<file path="src/rtl/store_buffer_pkg.sv">
// Shared types and helpers for the posted-write store buffer.
// The entry layout is fixed here; the top-level width parameters default to
// these values and must be kept equal to them.
package store_buffer_pkg;

  localparam int SB_DEPTH = 4;
  localparam int SB_AW    = 32;
  localparam int SB_DW    = 32;
  localparam int PTR_W    = $clog2(SB_DEPTH);

  // One buffered store: word address (byte offset dropped) plus data.
  typedef struct packed {
    logic [SB_AW-3:0] waddr;
    logic [SB_DW-1:0] data;
  } sb_entry_t;

  // Word address of a byte address; the low two bits select a byte and are ignored.
  function automatic logic [SB_AW-3:0] word_addr(input logic [SB_AW-1:0] addr);
    return addr[SB_AW-1:2];
  endfunction

endpackage

</file>
<file path="src/rtl/store_buffer_fwd.sv">
// Load-forwarding search: finds the youngest valid entry whose word address
// matches the load, scanning the circular array in age order from wr_ptr.
module store_buffer_fwd
  import store_buffer_pkg::*;
#(
  parameter int DEPTH = SB_DEPTH
) (
  input  sb_entry_t [DEPTH-1:0]         entries,
  input  logic      [DEPTH-1:0]         valid,
  input  logic      [$clog2(DEPTH)-1:0] wr_ptr,
  input  logic      [SB_AW-3:0]         waddr,
  output logic                          hit,
  output logic      [SB_DW-1:0]         data
);

  localparam int PW = $clog2(DEPTH);

  logic [PW-1:0] idx;

  // Walk oldest to youngest so that a later (younger) match overrides an earlier one.
  always_comb begin
    // NOTE: every output of a combinational block gets a default first, so no path leaves it unassigned and no latch is inferred.
    hit  = 1'b0;
    data = '0;
    idx  = '0;
    for (int k = DEPTH; k >= 1; k--) begin
      idx = wr_ptr - PW'(k);
      if (valid[idx] && entries[idx].waddr == waddr) begin
        hit  = 1'b1;
        data = entries[idx].data;
      end
    end
  end

endmodule

</file>
<file path="src/rtl/store_buffer.sv">
// Posted-write store buffer: accepts core stores in one cycle, drains them in
// order over a valid/ready memory bus, forwards pending data to loads and
// coalesces back-to-back stores to the same word into the youngest entry.
module store_buffer
  import store_buffer_pkg::*;
#(
  parameter int DEPTH = SB_DEPTH,
  parameter int AW    = SB_AW,
  parameter int DW    = SB_DW
) (
  input  logic                     clk,
  input  logic                     reset,
  input  logic                     st_valid,
  input  logic [AW-1:0]            st_addr,
  input  logic [DW-1:0]            st_data,
  output logic                     st_ready,
  input  logic [AW-1:0]            ld_addr,
  output logic                     ld_hit,
  output logic [DW-1:0]            ld_data,
  output logic                     mem_valid,
  output logic [AW-1:0]            mem_addr,
  output logic [DW-1:0]            mem_data,
  input  logic                     mem_ready,
  output logic [$clog2(DEPTH):0]   count,
  output logic                     empty
);

  localparam int PW = $clog2(DEPTH);
  localparam int CW = PW + 1;

  sb_entry_t [DEPTH-1:0] entries;
  logic      [PW-1:0]    wr_ptr;
  logic      [PW-1:0]    rd_ptr;
  logic      [CW-1:0]    cnt;

  logic                  not_empty;
  logic                  not_full;
  logic      [PW-1:0]    young_idx;
  logic                  st_match;
  logic                  deq;
  logic                  coal;
  logic                  enq;
  logic      [DEPTH-1:0] valid;
  sb_entry_t             head;

  // Handshake and occupancy decode, all from registered state plus core inputs.
  always_comb begin
    not_empty = (cnt != '0);
    not_full  = (cnt < CW'(DEPTH));
    young_idx = wr_ptr - PW'(1);
    head      = entries[rd_ptr];
    st_match  = st_valid && not_empty && (word_addr(st_addr) == entries[young_idx].waddr);
    deq       = not_empty && mem_ready;
    // When the only entry leaves this cycle, a matching store must become a fresh entry.
    coal      = st_match && !((cnt == CW'(1)) && deq);
    enq       = st_valid && !coal && not_full;
    // The dequeue exclusion in coal only matters when count==1, where not_full
    // already grants acceptance; dropping it keeps mem_ready off the st_ready path.
    st_ready  = st_match || not_full;
  end

  // Valid mask: entry i is live if it lies within count slots of the head.
  always_comb begin
    valid = '0;
    for (int i = 0; i < DEPTH; i++) begin
      valid[i] = ({1'b0, PW'(i) - rd_ptr} < cnt);
    end
  end

  assign mem_valid = not_empty;
  assign mem_addr  = {head.waddr, 2'b00};
  assign mem_data  = head.data;
  assign count     = cnt;
  assign empty     = !not_empty;

  store_buffer_fwd #(.DEPTH(DEPTH)) u_fwd (
    .entries (entries),
    .valid   (valid),
    .wr_ptr  (wr_ptr),
    .waddr   (word_addr(ld_addr)),
    .hit     (ld_hit),
    .data    (ld_data)
  );

  // Entry storage: new entries at wr_ptr, coalesced data into the youngest entry.
  // NOTE: the entry array has no reset; its contents only matter under the valid mask, which reset clears.
  always_ff @(posedge clk) begin
    if (enq) begin
      entries[wr_ptr] <= '{waddr: word_addr(st_addr), data: st_data};
    end else if (coal) begin
      entries[young_idx].data <= st_data;
    end
  end

  // Pointers and occupancy; reset empties the buffer immediately.
  always_ff @(posedge clk or negedge reset) begin
    if (!reset) begin
      wr_ptr <= '0;
      rd_ptr <= '0;
      cnt    <= '0;
    end else begin
      // NOTE: state registers use non-blocking assignment so every flop samples pre-edge values.
      if (enq) wr_ptr <= wr_ptr + PW'(1);
      if (deq) rd_ptr <= rd_ptr + PW'(1);
      cnt <= cnt + CW'(enq) - CW'(deq);
    end
  end

endmodule

</file>
<file path="config.mk">
export PLATFORM = sky130hd
export DESIGN_NAME = store_buffer
export DESIGN_NICKNAME = d
export VERILOG_FILES = /design/src/rtl/store_buffer_pkg.sv /design/src/rtl/store_buffer_fwd.sv /design/src/rtl/store_buffer.sv
export SDC_FILE = /design/constraint.sdc
export NUM_CORES = 1
export LEC_CHECK = 0
export ABC_CLOCK_PERIOD_IN_PS = 6200
export BUFFER_PORTS_ARGS = -buffer_cell sky130_fd_sc_hd__buf_2
export CORE_MARGIN = 5
export CORE_UTILIZATION = 35
export DETAILED_ROUTE_END_ITERATION = 12
export PLACE_DENSITY_LB_ADDON = 0.25
export SYNTH_ARGS = -nofsm -noshare
export SYNTH_HDL_FRONTEND = slang
export SYNTH_SLANG_ARGS = --single-unit
</file>
<file path="constraint.sdc">
create_clock -name clk -period 6.2 [get_ports clk]
set_input_delay 0.31 -clock clk [delete_from_list [all_inputs] [get_ports clk]]
set_output_delay 0.31 -clock clk [all_outputs]
set_load 0.05 [all_outputs]
</file>
# Yosys cells after proc, flatten, opt, wreduce, memory -nomap -nowiden
# Cells that the tools add are included.
# word_totals
register_bits	255
out_inout_bits	103
wordCells	93
# classes
reduce_logical	19
addsub	11
n_mux	34
n_eq_ne	6
n_lt_le_gt_ge	12
# op_table
cell	count
binary-select mux 62 bit (select 2 bit)	5
bitwise mux 248 bit	2
two-way mux 248 bit	2
two-way mux 62 bit	6
demux 62 bit (select 2 bit)	2
two-way mux 32 bit	5
equality test 30 bit	5
less-than comparator 2 x 3 -> 1 bit (second input constant)	5
logical AND 1 bit	13
less-than comparator 2 x 3 -> 1 bit	4
binary-select mux 1 bit (select 2 bit)	4
two-way mux 1 bit	8
adder 2 x 1 -> 2 bit (second input constant)	2
>= comparator 2 x 1 -> 1 bit (second input constant)	2
subtractor 1 x 2 -> 2 bit (first input constant)	2
subtractor 2 bit (first input constant)	2
subtractor 2 bit (second input constant)	2
adder 3 x 1 -> 3 bit	1
equality test 3 x 1 -> 1 bit (second input constant)	1
zero test 1 bit	3
less-than comparator 3 bit (second input constant)	1
nonzero test 3 bit	1
subtractor 3 x 1 -> 3 bit	1
nonzero test 2 bit	1
other kinds (2)	2

# Depth between registers and ports, before layout
# Gate-level depths: netlist of run 1.
# logic_depth
depth_word	11
ltp_mapped	20

# Cells and area by module
# A second synthesis of run 1 with hierarchy kept.
# unflattened
cells_unflattened	1862
area_unflattened_um2	20783.7
# modules_own_cells
module	area_per_inst_um2	cells_each	n_inst	seq_area_each_um2
store_buffer	12916.1	842	1	7622.3
store_buffer_fwd	7867.5	1020	1	0.0

# Worst setup path after synthesis of run 1
# No wires, ideal clock.
# synth_timing
kind	flip-flop to flip-flop
from	register wr_ptr[0]
to	register entries[62] (netlist name)
path_stages_with_launch	18
period_less_slack_ps	5564
path_slack_ps	636
t_arrival_ps	5143
setup_ps	421
path_buffers	7
cell_sequence	dfrtp_1 buf_6 buf_12 buf_12 buf_12 inv_2 ha_1 buf_6 buf_4 mux2i_1 o221ai_1 or4_1 a2111o_1 or4_4 o21ai_4 a21oi_2 buf_6 nor2_1
# synth_via
elab_chain_len	10
# synth_rtl
element	line_no	text
start: declaration	store_buffer.sv:32	logic [PW-1:0] wr_ptr;
start signal: assignment	store_buffer.sv:103	if (enq) wr_ptr <= wr_ptr + PW'(1);
subtractor 2 x 1 -> 2 bit *	-	
via u_fwd.idx[0]	store_buffer_fwd.sv:18	logic [PW-1:0] idx;
binary-select mux 62 bit (select 2 bit) *	store_buffer.sv:52	st_match = st_valid && not_empty && (word_addr(st_addr) == entries[young_idx].waddr);
two-way mux 62 bit (not written as such) *	store_buffer.sv:52	
equality test 30 bit *	store_buffer.sv:52	
logical AND 1 bit *	store_buffer.sv:52	
logical AND 1 bit *	store_buffer.sv:55	coal = st_match && !((cnt == CW'(1)) && deq);
zero test 1 bit	store_buffer.sv:56	enq = st_valid && !coal && not_full;
logical AND 1 bit (2 in a row)	store_buffer.sv:56	
nonzero test 2 bit (no source line) *	-	
# The timed path passes the listed nets; every way through them passes the cells marked *. The select of a mux whose other input is x is not followed.
# A chain may end at the register's enable or synchronous reset.

# Worst setup path in the final report of run 1
# layout_timing
from	register wr_ptr[0]
to	output port ld_data[25]
# layout_lines
element	line_no	text
subtractor 2 x 1 -> 2 bit *	store_buffer_fwd.sv:27	idx = wr_ptr - PW'(k);
via u_fwd.idx[0]	store_buffer_fwd.sv:18	
binary-select mux 62 bit (select 2 bit)	store_buffer_fwd.sv:28, store_buffer_fwd.sv:30	
two-way mux 62 bit (not written as such)	store_buffer_fwd.sv:28	if (valid[idx] && entries[idx].waddr == waddr) begin
equality test 30 bit	store_buffer_fwd.sv:28	
logical AND 1 bit	store_buffer_fwd.sv:28	
two-way mux 32 bit *	store_buffer_fwd.sv:28	
end: declaration	store_buffer.sv:19	output logic [DW-1:0] ld_data,
# Marks and branches as above.

==> results.md, run 1 <==
- Clock buffer count from CTS: 35
- Vias in the first global route: around 14000
- Post-synth EDFFs: 248
- Post-Syn Instances: 1598
- FMAX: 170 MHz
- Leak: 0.00841 µW
- Layout fillers: 5667
- DR vias: 14418
- Cell Rows: 90
- Share of the yosys chip area belonging to registers: between 30% and 40%
- Synth unique cells: 73
- Outcome: complete, no violations
- Buffers and inverters on the worst path: 4
- HP Class: in -> reg
- Post-layout min period: 5.89 ns
- Post-DRT Antenna Nets: 0
- Synthesized area: ~0.021 mm²
- Critical path's top delay family: buffers and inverters
- Clk sink count: 255
- Avg Vias per Cell: 5.68
- Met2 GRT Util: roughly 32%
- PnR worst setup slack: roughly 0.31 ns
- GRT Max-Usage Layer: met2
- Final worst path period share: 95.0%
- Yosys warns: 0
- H-Tree Depth: 2
- Initial antenna violation count: 15
- Final Hold Fails: 0
- First drt pass iteration count: 5
- Post-synth top flop: edfxtp_1
- Crit-path most repeated cell: buf_4
- Total GRT Usage: 19.0%
- WL final: 62800 µm
- Final weighted congestion in routability-driven placement: 0.868
- Pwr Density: 540 mW/mm²
- Area grow syn2layout: 11.7%
- Peak supply drop: 347 µV
- Worst rel slew slack: between 20% and 30%
- Hpwl dp: 41800 µm
- Asr flop ratio synth: 2.75%
- CP Class: reg -> out
- Setup TNS: 0 ns
- DIE WIDTH: around 260 µm
- M3 GR Usage: 3.70%
- Wire length per cell: 24.8 µm
- Ports: 203
- Pin count of the biggest net entering global routing: 186
- Slowest-stage cell, CP: o31a_2
- Share of layout cells above drive strength 1: between 30 and 40%
- Remaining Overflow, GRT: 0
- Worst-skew pair later-pin latency: 0.56 ns
- CP cell instances: inv_2 -> ha_4 -> buf_4 -> mux2i_1 -> xor2_1 -> and4_1 -> o2111ai_1 -> nand4b_2 -> buf_4 -> o31a_2 -> o221a_1 -> nor2_1 -> buf_2
- TritonCTS clock tree: yes
- #FFs+latches synth: roughly 260
- Reg clk slew, reported paths: 0.06 ns
- Placed cells: 2469
- Cell Count, Final, Fillers Out: 2537
- MaxCap Viol Count: 0
- NumNets Final: 1835
- CTS Buffer Depth: 3
- Critical Path Fanout Max: 33
- WP data required: 5.89 ns
- Startpoint types: flop
- Post_cts resized: 0
- Core area: around 0.060 mm²
- Die height: 255 µm
- Clock Skews: around 0.041 ns
- Final setup vio count: 0
- Syn Area/Cell: about 13 µm²
- Dpl ws: 0.841 ns
- Critical path data arrival time: 5.58 ns
- Clock root buffer: clkbuf_16
- Starting Density: 35.1%
- M1 GR Usage: between 20% and 30%
- First-pass GRT wire length: 93600 µm
- CP max stage delay: 0.96 ns
- Max-slew violations: 0
- Initial drt markers: 1075
- Slew @ Worst Pin: 1.06 ns
- DRC violations left: 0
- Die area: 0.0652 mm²
- RSZ-0062 raised after global routing: false
- Fin util: 39.2%
- # port buffers: 196
- Worst Setup End Kind: primary output
flip-flops by register name, summed over array words and instances, names as in the netlist:
name,flops
rd_ptr,2
wr_ptr,2
count,3
entries,248
report_power, final:
group / leakage (µW) / total (µW) / switching [µW] / internal, µW
clock: 0.000527 / 1940 / 785 / 1150
combinational: 0.00548 / 8190 / 4830 / 3360
sequential: 0.00241 / 2580 / 297 / 2290
total: 0.00841 / 12700 / 5920 / 6800
routing by layer:
| metal | part of all wire, % | up-vias |
|---|---|---|
| met1 | 42 | 7425 |
| met4 | 2.2 | 10 |
| met3 | 6.5 | 83 |
| met2 | 50 | 450 |
| met5 | 0.11 | - |
| li1 | - | 6450 |
synth_stat cells, drive strengths merged, types with 2 or more instances:
| cell | number | area (µm²) |
|---|---|---|
| a2111oi | 3 | 32.5 |
| mux4 | 221 | 5110 |
| edfxtp | 248 | 7450 |
| a21oi | 84 | 435 |
| o221ai | 3 | 26.3 |
| nor4 | 17 | 125 |
| and2 | 120 | 751 |
| xor2 | 59 | 517 |
| o2111ai | 5 | 43.8 |
| nand2 | 19 | 71.3 |
| dfrtp | 7 | 175 |
| o22ai | 33 | 394 |
| nand4 | 18 | 125 |
| a22oi | 2 | 15.0 |
| a311oi | 2 | 17.5 |
| inv | 46 | 173 |
| or4 | 3 | 26.3 |
| ha | 9 | 113 |
| mux2 | 36 | 405 |
| nand4b | 2 | 23.8 |
| and4 | 2 | 17.5 |
| a31oi | 2 | 12.5 |
| and2b | 9 | 67.6 |
| nor2 | 108 | 465 |
| a211oi | 3 | 22.5 |
| nand3 | 10 | 50.1 |
| xnor2 | 108 | 946 |
| clkbuf | 51 | 272 |
| a2111o | 2 | 22.5 |
| nand2b | 4 | 25.0 |
| dlygate4sd1 | 3 | 26.3 |
| o21ai | 7 | 46.3 |
| o31a | 2 | 18.8 |
| o221a | 32 | 360 |
| mux2i | 87 | 875 |
| nor2b | 126 | 888 |
| buf | 82 | 709 |
| dlygate4sd3 | 4 | 40.0 |
| a221oi | 3 | 26.3 |
| o211ai | 4 | 30.0 |
worst paths after layout:
| check | endpoint | cells after the start | slack [ns] | from |
|---|---|---|---|---|
| worst max-delay path | ld_data[25] | 13 | 0.31 | wr_ptr[0]$_DFFE_PN0P_ |
| worst min-delay path | entries[124]$_DFFE_PP_ | 2 | 0.08 | st_data[0] |
| worst max register to register | entries[194]$_DFFE_PP_ | 12 | 1.07 | wr_ptr[0]$_DFFE_PN0P_ |
| worst min register to register | count[0]$_DFF_PN0_ | 1 | 0.69 | count[0]$_DFF_PN0_ |
| max in group asynchronous | rd_ptr[1]$_DFFE_PN0P_ | 2 | 5.79 | reset |
| min in group asynchronous | count[2]$_DFF_PN0_ | 2 | 0.20 | reset |
cell usage in the layout (no fill, tap or decap), types with 28 or more instances in the layout:
cell	netlist	routed
mux4_1	28	28
xnor2_1	108	108
nor2b_2	40	40
nor2_1	84	80
and2_1	120	120
a21oi_1	80	76
clkbuf_16	0	35
xor2_1	59	59
o22ai_2	30	30
mux4_2	183	183
mux2i_1	86	86
edfxtp_1	248	248
inv_1	44	44
mux2_2	36	36
buf_2	16	196
nor2b_1	86	86
repair_timing:
action                                 4_1_cts  5_1_grt
hold buffers                                 1        0
endpoints found under the hold margin        7        0
setup buffers                                0        0
per-stage QoR:
step	hold WS (ns)	area [µm²]	total power (µW)
after global placement	0.155	22400	10800
after CTS	0.0377	23500	12900
after global routing	0.0691	23500	13400
after detailed placement	0.158	22400	10900
final	0.0834	23500	12700
after floorplan	0.0144	21100	9090
cells by family after synthesis:
kind of cell | count (synthesis) | synth area share, %
and+or+nand+nor | 441 | 12.6
muxes | 344 | 30.3
DFF | 255 | 36.2
AOI/OAI and AO/OA | 193 | 7.38
buffers and inverters | 187 | 5.85
xor gates and xnor gates | 167 | 6.95
adders and majority gates | 10 | 0.630
other | 1 | 0.0178
final cells by class:
type | count | area (µm²) | share of cell area, %
multi-input cells | 1157 | 12300 | 52.4
repair buffers | 230 | 1310 | 5.58
inverters | 46 | 173 | 0.734
clock inverters | 20 | 194 | 0.824
clock buffers | 38 | 887 | 3.77
diodes | 9 | 22.5 | 0.0957
well taps | 782 | 978 | 4.16
flip-flops and latches | 255 | 7640 | 32.5
Power figures use the tool's default switching activity.
==> run 2: changes to the inputs <==
--- a/config.mk
+++ b/config.mk
@@ -5,10 +5,11 @@
 export SDC_FILE = /design/constraint.sdc
 export NUM_CORES = 1
 export LEC_CHECK = 0
-export ABC_CLOCK_PERIOD_IN_PS = 6200
+export ABC_CLOCK_PERIOD_IN_PS = 7200
 export BUFFER_PORTS_ARGS = -buffer_cell sky130_fd_sc_hd__buf_2
 export CORE_MARGIN = 5
 export CORE_UTILIZATION = 35
+export CTS_BUF_LIST = sky130_fd_sc_hd__clkbuf_4
 export DETAILED_ROUTE_END_ITERATION = 12
 export PLACE_DENSITY_LB_ADDON = 0.25
 export SYNTH_ARGS = -nofsm -noshare
==> constraint.sdc (replaced) <==
create_clock -name clk -period 7.2 [get_ports clk]
set_input_delay 0.36 -clock clk [delete_from_list [all_inputs] [get_ports clk]]
set_output_delay 0.36 -clock clk [all_outputs]
set_load 0.05 [all_outputs]
==> run 2 against run 1 <==
  * Sequential power shrank 12%
  * Critical path depth shrank 1
  * Setup slack gained 0.30 ns
  * Cell count grew 5.0%
  * Non-clock buffer count grew 61
  * Count of clock-buffer cells in the layout grew 64
  * Global-route usage grew 0.21 points
  * Register-to-register slack gained 0.40 ns
  * Sequential share of layout area shrank 0.49 points
  * First-iteration DRC count shrank 1.3%
  * Critical endpoint is now ld_data[0]
  * Largest cell class unchanged
  * Highest routed layer unchanged
==> results.md, run 2 (same netlist as run 1, synthesis figures left out) <==
- Outcome: complete, no violations
- Leak: 0.00865 µW
- Post-DRT Antenna Nets: 0
- Post-CTS Repair Setup Buffers: 0
- Critical path data arrival time: 6.23 ns
- Reg with most FFs: entries
- Remaining Overflow, GRT: 0
- DIE WIDTH: 255 µm
- CP Class: reg -> out
- Core area: 0.0600 mm²
- Worst rel slew slack: 28.7%
- Pint: 5540 µW
- Clock Skews: 0.0905 ns
- FMAX: approximately 150 MHz
- Worst-skew pair later-pin latency: 0.83 ns
- Slew @ Worst Pin: approximately 1.1 ns
- Top layer in use: met5
- Clk sink count: 255
- Share of layout cells above drive strength 1: 38.1%
- Total GRT Usage: a little under a fifth
- Placed instance area: 0.0223 mm²
- Max-slew violations: 0
- Initial drt markers: between 1000 and 1500
- Pwr Total: 10600 µW
- Post-layout min period: 6.59 ns
- Vias in the first global route: 14953
- Critical Path Sink: ld_data[0]
- First-pass GRT wire length: approximately 94000 µm
- DRC violations left: 0
- DR WL met3: about 4800 µm
- Placed cells: 2466
- Combinational power share: 65.9%
- Reg clk slew, reported paths: 0.06 ns
- MaxCap Viol Count: 0
- Metal2 WL: 31800 µm
- Pwr Density: 444 mW/mm²
- NumNets Final: 1936
- Max reg flops: around 250
- Clock network power share: 12.6%
- Critical Path Fanout Max: 121
- Starting Density: 35.1%
- CTS Buffer Depth: 3
- FF-to-FF path depth: 11
- Die height: 255 µm
- H-Tree Depth: 3
- WP data required: just under 7 ns
- Most frequent cells in the layout: edfxtp_1 (248), buf_2 (196), mux4_2 (183)
- WL final: 63900 µm
- Worst reg2reg startpoint: wr_ptr[0]$_DFFE_PN0P_
- Commonest non-fill, non-tap cell in the layout: edfxtp_1
- HP Class: in -> reg
- Initial antenna violation count: 15
- First drt pass iteration count: 7
- Setup TNS: 0 ns
- RSZ-0062 raised after global routing: false
- Final Instance Area: around 0.024 mm²
- Worst Setup End Kind: primary output
- Clock root buffer: clkbuf_4
- Ports: approximately 200
- Startpoint types: flop
- Fin util: 39.8%
- R2R setup slack: 1.47 ns
- Pin count of the biggest net entering global routing: 186
- Hpwl dp: 42100 µm
- Sequential Power Share: 21.5%
- Avg Vias per Cell: 5.56
- Cell Rows: 90
- Die area: 0.0652 mm²
- # port buffers: 196
- Cell Count, Final, Fillers Out: 2663
- R2r endpoint: entries[10]$_DFFE_PP_
- Final weighted congestion in routability-driven placement: 0.889
- Area grow syn2layout: 13.5%
- Switching power: between 5000 and 6000 µW
- Net Sw Frac: 47.8%
- Peak supply drop: 296 µV
- Clock buffer count from CTS: 75
- Final setup vio count: 0
- Worst setup path start: wr_ptr[0]$_DFFE_PN0P_
- M1 WL: ~25000 µm
- Final Hold Fails: 0
- TritonCTS clock tree: yes
- Wire length per cell: 24.0 µm
- Final worst path period share: 91.5%
- DR vias: ~15000
[run 2: layout make-up]
cell class | count | area, µm²
fillers | 5715 | 36100
multi-input cells | 1157 | 12300
flip-flops and latches | 255 | 7640
repair buffers | 291 | 1880
well taps | 782 | 978
clock buffers | 102 | 766
inverters | 46 | 173
clock inverters | 21 | 110
diodes | 9 | 22.5
[run 2: repair_timing]
action / CTS / global route
hold buffers: 65 / 0
endpoints found under the hold margin: 258 / 0
resized for setup: 0 / 0
[run 2: per-stage QoR]
stage | hold slack [ns] | setup slack, ns
after floorplan | 0.0644 | 1.64
after global placement | 0.204 | 1.35
after detailed placement | 0.208 | 1.28
after CTS | 0.264 | 0.428
after global routing | 0.311 | 0.201
final | 0.359 | 0.609
[run 2: worst min path at each step]
| stage | start | to | slack [ns] | cells after the start |
|---|---|---|---|---|
| after floorplan | reset | count[0]$_DFF_PN0_ | 0.06 | 0 |
| after global placement | reset | count[1]$_DFF_PN0_ | 0.20 | 1 |
| after detailed placement | reset | count[2]$_DFF_PN0_ | 0.21 | 1 |
| after CTS | st_valid | wr_ptr[0]$_DFFE_PN0P_ | 0.26 | 4 |
| after global routing | st_valid | wr_ptr[0]$_DFFE_PN0P_ | 0.31 | 4 |
| final | st_valid | wr_ptr[1]$_DFFE_PN0P_ | 0.36 | 4 |
[run 2: metal layers]
metal / global-route usage (%) / vias up
met2: 32.9 / 509
met1: 23.4 / 7474
met4: 7.46 / 12
met5: 0 / -
met3: 4.80 / 130
li1: - / 6686
[run 2: critical path, cell delays in order (launching register included)]
cell and delay, ns:
dfrtp_4 0.43, buf_12 0.57, buf_4 0.62, mux4_1 0.69, xnor2_1 0.39, nand4_1 0.28
a2111oi_0 0.44, nand4b_2 0.23, or4b_2 0.82, buf_4 0.38, o22ai_1 0.11, nor2_1 0.12
buf_2 0.27
[run 2: power groups by stage]
stage	Sequential (µW)	Combinational [µW]	Clock, µW
finish	2280	6990	1340
global route	2320	7480	1470
CTS	2280	7080	1390
detailed placement	2310	7010	0
global placement	2290	6930	0
floorplan	2140	5690	0
==> run 3: changes to the inputs <==
--- a/config.mk
+++ b/config.mk
@@ -8,8 +8,10 @@
 export ABC_CLOCK_PERIOD_IN_PS = 7200
 export BUFFER_PORTS_ARGS = -buffer_cell sky130_fd_sc_hd__buf_2
 export CORE_MARGIN = 5
-export CORE_UTILIZATION = 35
+export CORE_UTILIZATION = 44
 export CTS_BUF_LIST = sky130_fd_sc_hd__clkbuf_4
+export CTS_CLUSTER_DIAMETER = 40
+export CTS_CLUSTER_SIZE = 24
 export DETAILED_ROUTE_END_ITERATION = 12
 export PLACE_DENSITY_LB_ADDON = 0.25
 export SYNTH_ARGS = -nofsm -noshare
==> run 3 against run 2 <==
  * Routed wire length decreased by 7.5%
  * Clock power decreased by 9%
  * Register-to-register slack improved by 0.05 ns
  * Highest routed layer unchanged
==> results.md, run 3 (same netlist as run 1, synthesis figures left out) <==
- GRT Max-Usage Layer: met2
- CTS Buffer Depth: 3
- MaxCap Viol Count: 0
- Initial antenna violation count: 8
- Dpl ws: 1.47 ns
- RSZ-0062 raised after global routing: false
- Die height: 229 µm
- Reg with most FFs: entries
- DIE WIDTH: around 230 µm
- Initial drt markers: 954
- Ports: 203
- NumNets Final: 1914
- Max-slew violations: 0
- Die area: 0.0523 mm²
- Pwr Total: between 10000 and 15000 µW
- Final Hold Fails: 0
- M1 GR Usage: 27.4%
- CP Class: reg -> out
- Most frequent cells in the layout: edfxtp_1 (248), buf_2 (196), mux4_2 (183)
- Post-DRT Antenna Nets: 0
- Share of layout cells above drive strength 1: roughly 38%
- WP data required: around 6.8 ns
- Hpwl dp: 39400 µm
- Post-CTS Repair Setup Buffers: 0
- Worst rel slew slack: between 20 and 25%
- TritonCTS clock tree: yes
- Core area: 0.0475 mm²
- Worst Setup End Kind: primary output
- Final worst path period share: 92.1%
- Remaining Overflow, GRT: 0
- Total GRT Usage: 22.0%
- Clock root buffer: clkbuf_4
- First drt pass iteration count: 7
- Vias in the first global route: 14737
- HP Class: in -> reg
- Area grow syn2layout: 12.1%
- WL final: roughly 59000 µm
- Setup TNS: 0 ns
- Cell Count, Final, Fillers Out: 2467
- Wire length per cell: 24.0 µm
- Commonest non-fill, non-tap cell in the layout: edfxtp_1
- First-pass GRT wire length: a little under 90000 µm
- Placed cells: 2303
- Pin count of the biggest net entering global routing: 186
- Critical path data arrival time: 6.27 ns
- Startpoint types: flop
- M3 GR Usage: 4.98%
- Clock buffer count from CTS: 49
- Reg clk slew, reported paths: 0.11 ns
- Clk sink count: 255
- Max reg flops: between 200 and 250
- Cell Rows: 80
- Avg Vias per Cell: 5.94
- H-Tree Depth: 2
- PnR worst setup slack: 0.566 ns
- WHS: 0.273 ns
- Met2 GRT Util: between 30 and 40%
- Pwr Density: 442 mW/mm²
- Slew @ Worst Pin: 1.16 ns
- Starting Density: ~44%
- Final weighted congestion in routability-driven placement: slightly above 0.9
- FMAX: approximately 150 MHz
- Final setup vio count: 0
- Clock Skews: 0.0891 ns
- Peak supply drop: around 320 µV
- DR vias: between 10000 and 15000
- Critical Path Fanout Max: 34
- # port buffers: 196
- DRC violations left: 0
- Worst-skew pair later-pin latency: 0.81 ns
- Post-layout min period: ~6.6 ns
- Leak: 0.00857 µW
- Outcome: complete, no violations
==> run 3: cell types whose count changed in the layout (fill, tap and decap cells not counted), moves of 3 or more <==
cell        before  now
clkbuf_4       102   54
clkinv_1        16    3
clkinv_4         0   10
clkinv_2         1    7
inv_8            0    5
inv_6            0    4
clkinvlp_4       1    4
==> run 3: worst max-delay path, cell delays in order (launching register included) <==
cell and delay, ns:
dfrtp_4 0.78, inv_2 0.30, ha_4 0.72, buf_4 0.32, mux2i_1 0.41, mux2i_1 0.15, xor2_1 0.16, nor4_1 0.61
nand4b_2 0.25, buf_4 0.37, o31a_2 0.48, o221a_2 0.26, nor2_1 0.25, buf_2 0.34
==> run 3: path summary, 6_finish.rpt <==
check                      slack [ns]                      to                  start  depth (start not counted)
max                              0.57              ld_data[0]  wr_ptr[0]$_DFFE_PN0P_                         13
min                              0.27   wr_ptr[1]$_DFFE_PN0P_               st_valid                          4
max reg2reg                      1.52  entries[129]$_DFFE_PP_  wr_ptr[0]$_DFFE_PN0P_                         12
min reg2reg                      0.69      count[0]$_DFF_PN0_     count[0]$_DFF_PN0_                          1
max in group asynchronous        6.32   wr_ptr[0]$_DFFE_PN0P_                  reset                          3
min in group asynchronous        0.58      count[1]$_DFF_PN0_                  reset                          3
==> run 3: power by group <==
| part | leakage [µW] | switching [µW] | internal (µW) |
|---|---|---|---|
| combinational | 0.00575 | 4030 | 2910 |
| sequential | 0.00241 | 319 | 1960 |
| clock | 0.000417 | 691 | 525 |
| total | 0.00857 | 5040 | 5390 |
==> run 3: timing repair <==
| item | 4_1_cts | 5_1_grt |
|---|---|---|
| gates resized for setup | 0 | 0 |
| hold endpoints to repair | 259 | 0 |
| hold buffers | 65 | 0 |
==> run 3: per-layer routing <==
metal  up-vias  share of wire, %
met2       516                50
met5         -             0.078
met1      7400                39
li1       6626                 -
met3       116               6.9
met4         6               3.4
==> run 3: final cells by class <==
| cell class | count | area, µm² |
|---|---|---|
| Antenna cell | 8 | 20.0 |
| Clock buffer | 54 | 405 |
| Clock inverter | 37 | 349 |
| Fill cell | 4172 | 23900 |
| Inverter | 46 | 173 |
| Multi-Input combinational cell | 1157 | 12300 |
| Sequential cell | 255 | 7640 |
| Tap cell | 615 | 769 |
| Timing Repair Buffer | 295 | 1940 |
==> run 3: stage by stage <==
step | utilization, % | cell area, µm²
2_1_floorplan | - | 21100
3_3_place_gp | 46.7 | 22200
3_5_place_dp | 46.7 | 22200
4_1_cts | 49.6 | 23600
5_1_grt | 49.6 | 23600
6_report | 49.7 | 23600
